===== src/rtl/mul_issue_ctrl_pkg.sv =====
// Shared constants and state encoding for the multiplier issue/sequencing stage.
package mul_issue_ctrl_pkg;

    localparam int DATA_BITS_DEF   = 64;
    localparam int ALU_CTRL_BITS   = 5;
    localparam int RD_BITS_DEF     = 5;
    // Must track the latency the multiplier IP is configured for.
    localparam int MUL_LATENCY_DEF = 5;

    localparam logic [ALU_CTRL_BITS-1:0] ALU_MUL  = 5'd10;
    localparam logic [ALU_CTRL_BITS-1:0] ALU_MULW = 5'd11;

    typedef enum logic [1:0] {
        S_IDLE = 2'd0,
        S_BUSY = 2'd1,
        S_DONE = 2'd2
    } state_t;

endpackage


===== src/rtl/mul_issue_ctrl.sv =====
// Holds MUL/MULW operands steady for the fixed-latency multiplier, counts its
// latency, captures the product and hands it to writeback over valid/ready.
module mul_issue_ctrl
    import mul_issue_ctrl_pkg::*;
#(
    parameter int DATA_BITS   = DATA_BITS_DEF,
    parameter int OP_BITS     = ALU_CTRL_BITS,
    parameter int RD_BITS     = RD_BITS_DEF,
    parameter int MUL_LATENCY = MUL_LATENCY_DEF
) (
    input  logic                 CLK,
    input  logic                 RST,
    input  logic                 issue_valid,
    output logic                 issue_ready,
    input  logic [OP_BITS-1:0]   issue_op,
    input  logic [DATA_BITS-1:0] issue_a,
    input  logic [DATA_BITS-1:0] issue_b,
    input  logic [RD_BITS-1:0]   issue_rd,
    input  logic                 flush,
    output logic [DATA_BITS-1:0] mul_a,
    output logic [DATA_BITS-1:0] mul_b,
    output logic [OP_BITS-1:0]   mul_op,
    input  logic [DATA_BITS-1:0] mul_result,
    output logic                 done_valid,
    input  logic                 done_ready,
    output logic [DATA_BITS-1:0] done_result,
    output logic [RD_BITS-1:0]   done_rd,
    output logic                 busy
);

    localparam int CNT_W = $clog2(MUL_LATENCY) + 1;

    state_t             state, state_n;
    logic [CNT_W-1:0]   cnt;
    logic               accept;
    logic               capture;

    assign issue_ready = ((state == S_IDLE) || (state == S_DONE && done_ready)) && !flush;
    assign accept      = issue_valid && issue_ready;
    assign capture     = (state == S_BUSY) && (cnt == '0) && !flush;
    assign busy        = (state != S_IDLE);

    always_comb begin
        state_n = state;
        case (state)
            S_IDLE: if (accept) state_n = S_BUSY;
            S_BUSY: begin
                if (flush)
                    state_n = S_IDLE;
                else if (cnt == '0)
                    state_n = S_DONE;
            end
            S_DONE: begin
                // Flush wins over a same-cycle writeback handshake: result is dropped.
                if (flush)
                    state_n = S_IDLE;
                else if (done_ready)
                    state_n = accept ? S_BUSY : S_IDLE;
            end
            default: state_n = S_IDLE;
        endcase
    end

    always_ff @(posedge CLK) begin
        if (RST) begin
            state       <= S_IDLE;
            cnt         <= '0;
            mul_a       <= '0;
            mul_b       <= '0;
            mul_op      <= '0;
            done_valid  <= 1'b0;
            done_result <= '0;
            done_rd     <= '0;
        end else begin
            state      <= state_n;
            done_valid <= (state_n == S_DONE);
            // Operands stay put outside accept: the multiplier's output mux follows mul_op.
            if (accept) begin
                mul_a   <= issue_a;
                mul_b   <= issue_b;
                mul_op  <= issue_op;
                done_rd <= issue_rd;
                cnt     <= CNT_W'(MUL_LATENCY - 1);
            end else if (state == S_BUSY && cnt != '0) begin
                cnt <= cnt - 1'b1;
            end
            if (capture)
                done_result <= mul_result;
        end
    end

endmodule


===== config.mk =====
export PLATFORM = sky130hd
export DESIGN_NAME = mul_issue_ctrl
export DESIGN_NICKNAME = d
export VERILOG_FILES = /design/src/rtl/mul_issue_ctrl_pkg.sv /design/src/rtl/mul_issue_ctrl.sv
export SDC_FILE = /design/constraint.sdc
export NUM_CORES = 1
export LEC_CHECK = 0
export CAP_MARGIN = 20
export CORE_AREA = 2 2 159 161
export CTS_CLUSTER_DIAMETER = 200
export CTS_CLUSTER_SIZE = 25
export DETAILED_ROUTE_END_ITERATION = 10
export DIE_AREA = 0 0 161 163
export GPL_TIMING_DRIVEN = 1
export PLACE_DENSITY_LB_ADDON = 0.05
export SLEW_MARGIN = 20
export SYNTH_ARGS = -nofsm -noshare
export SYNTH_HDL_FRONTEND = slang
export SYNTH_SLANG_ARGS = --single-unit

===== constraint.sdc =====
create_clock -name CLK -period 3.69 [get_ports CLK]
set_clock_uncertainty 0.2 [all_clocks]
set_input_delay 0.5535 -clock CLK [delete_from_list [all_inputs] [get_ports CLK]]
set_output_delay 0.5535 -clock CLK [all_outputs]
set_load 0.05 [all_outputs]

==> impl_metrics.toml <==
[outcome]
status = "completed"

[cts]
post_cts_buffers = 0
cts-root-buf = "clkbuf_16"
cts_tree = "done"
numCtsBuffers = 12
postCtsHoldBufs = 0
clockBufferDepth = 3
h-tree-depth = 1
path_clk_slew_ps = 110
clk_latency_ps = 490
ctsResizeCount = 0
cts.sinks = 209

[yosys]
synthTopCellsByCount = "dfxtp_1, a21oi_1, nand4_1, o31ai_2, nand3_1"
yosys_most_used_dff = "dfxtp_1"
synth_cell_types = 33
synth_most_common_cell = "dfxtp_1"
postSynth.asyncResetShare_pct = 0
syn-cell-area_um2 = 9280
yosysSeqAreaShare_pct = 45.1
yosysTopAreaCellShare_pct = 45.1
yosysWarnings = 0
syn_nets = 1210
syn_avg_cell_area_um2 = 9.27
ys_ff_latch = 209
yosysTopAreaCell = "dfxtp_1"
synth_edf_count = 0
synthTopCellsByArea = "dfxtp_1, o31ai_2, a21oi_1, nand4_1, nand3_1"
synthesis.instances = 1001

[critical_path]
startpoint_type = "register"
arrival_ps = 2110
slowest_delay_ps = 800
cp_data_required_time_ps = 2940
path_delay_family = "buffers and inverters"
slowest_stage = "clkdlybuf4s50_1"
crit_chain = "or2_2, clkdlybuf4s50_1"
path_buf_inv = 1
worst-path-max-fanout = 10
crit_type = "register to output pin"
end_kind = "output pin"

[drt]
ant_nets = 0
drc = 0
drtPass1Iterations = 8
drt_wl_total_um = 33500
avgRoutedWirePerCell_um = 20.5
drt_iter0_markers = 612
dr_total_vias = 9202
via_per_inst = 5.64

[power]
vdd_drop_max_v = 0.000273
p_int_w = 0.00345
p_sw_w = 0.00156
p_leak_nw = 4.27
p_per_area_nw_per_um2 = 366
switching_share_pct = 31.1
p_seq_share_pct = 48.0
pwr-share-clk_pct = 28.9
p_comb_share_pct = 23.2

[final_layout]
fillers = 2319
finalNetCount = 1510
area_delta_synth_final_pct = 47.3
stdcell_count = 1633
drive_gt1_share_pct = 11.5
seq_area_um2 = 4180
multi_input_area_um2 = 4330

[placement]
dpl.hpwl_um = 21200
gp_congestion = 0.784
portBuffers = 411
dpl.cell_count = 1617
place_ws_ps = 914

[timing]
max_slew.worst_pin.slew_ps = 920
hold_violations = 0
maxSlewViolCount = 0
layout_setup_ws_ps = 830
fmax_mhz = 350
setup_viol = 0
period_needed_ps = 2860
relSlewSlack_pct = 38.7
rsz0062_at_grt = "false"
min_period_over_period_pct = 77.5
fin_setup_tns_ps = 0

[global_routing]
grt_max_degree = 92
antenna_found_initial = 4
grt_pass1_wl_um = 51600
grt_usage_pct = 24.0
grt_pass1_vias = 8953
overflow = 0

[die]
chipWidth_um = 161
num_rows = 58
die_height_um = 163
core_area_um2 = 24700
ios = 412
die_area_um2 = 26200
initial_core_util_pct = 37.6

[worst_hold_path]
hp-class = "register to register"

[run]
max-cap-violations = 0
## final cells by class
class	count	area share, %
diodes	2	0.0366
clock buffers	13	2.38
clock inverters	1	0.119
inverters	5	0.174
multi-input cells	641	31.6
flip-flops and latches	209	30.6
well taps	330	3.02
repair buffers	432	32.0
## through the flow
step                      util (%)  cell area (µm²)  power (W)  hold WS, ps
final                         55.4            13700    0.00500          271
after global placement        54.0            13300    0.00361          253
after CTS                     55.4            13700    0.00506          272
after detailed placement      54.0            13300    0.00361          259
after floorplan                  -             9280    0.00313          264
after global routing          55.4            13700    0.00521          288
## worst register-to-register path, cell delays in order, from the launching register on
cell     delay, ps
dfxtp_1        560
or3b_2         860
buf_4          340
o21ai_1        140
a21oi_1         80
## power by group through the flow
| stage | sequential [W] | combinational [W] | clock [W] |
|---|---|---|---|
| after CTS | 0.00240 | 0.00117 | 0.00149 |
| after global placement | 0.00245 | 0.00116 | 0 |
| after floorplan | 0.00275 | 0.000377 | 0 |
| after detailed placement | 0.00245 | 0.00116 | 0 |
| after global routing | 0.00241 | 0.00122 | 0.00158 |
| final | 0.00240 | 0.00116 | 0.00144 |
## placed cells by master (no fill, tap or decap), types with 13 or more instances in the layout
cell	netlist	final
o21ai_0	26	26
nand3_1	65	65
o31ai_1	38	38
o31ai_2	100	100
buf_4	13	14
nand4_1	139	139
dfxtp_1	209	209
clkbuf_16	0	13
a21oi_1	205	205
o21ai_1	40	40
clkdlybuf4s50_1	0	408
## layer usage
metal	global-route usage, %	wire [µm]	up-vias
li1	-	-	4406
met1	30.9	14100	4421
met2	39.5	16000	316
met3	6.01	2450	57
met4	8.12	1030	2
met5	0	13	-
## registers in the layout, indices dropped and copies added (netlist names)
signal / cells
mul_op: 5
mul_b: 64
done_valid: 1
done_result: 64
cnt: 4
state: 2
mul_a: 64
done_rd: 5
## cells by family (layout without fill, tap and decap cells)
kind of cell | after synthesis | count (layout) | share of synthesized area [%]
simple gates | 222 | 222 | 14.2
buf+inv | 151 | 451 | 8.67
fa+ha+maj | 2 | 2 | 0.269
flops | 209 | 209 | 45.1
other cells | 0 | 2 | 0
compound gates | 417 | 417 | 31.8
## worst paths after layout
path / start / to / slack (ps) / cells after the start
setup reg to reg: state[0]$_SDFF_PP0_ / done_result[11]$_SDFFE_PP0P_ / 1380 / 4
hold / removal: mul_b[57]$_SDFFE_PP0P_ / mul_b[57]$_SDFFE_PP0P_ / 270 / 2
setup / recovery: state[1]$_SDFF_PP0_ / busy / 830 / 2
hold reg to reg: mul_b[57]$_SDFFE_PP0P_ / mul_b[57]$_SDFFE_PP0P_ / 270 / 2
No activity file was read; power rests on OpenSTA's default activity.
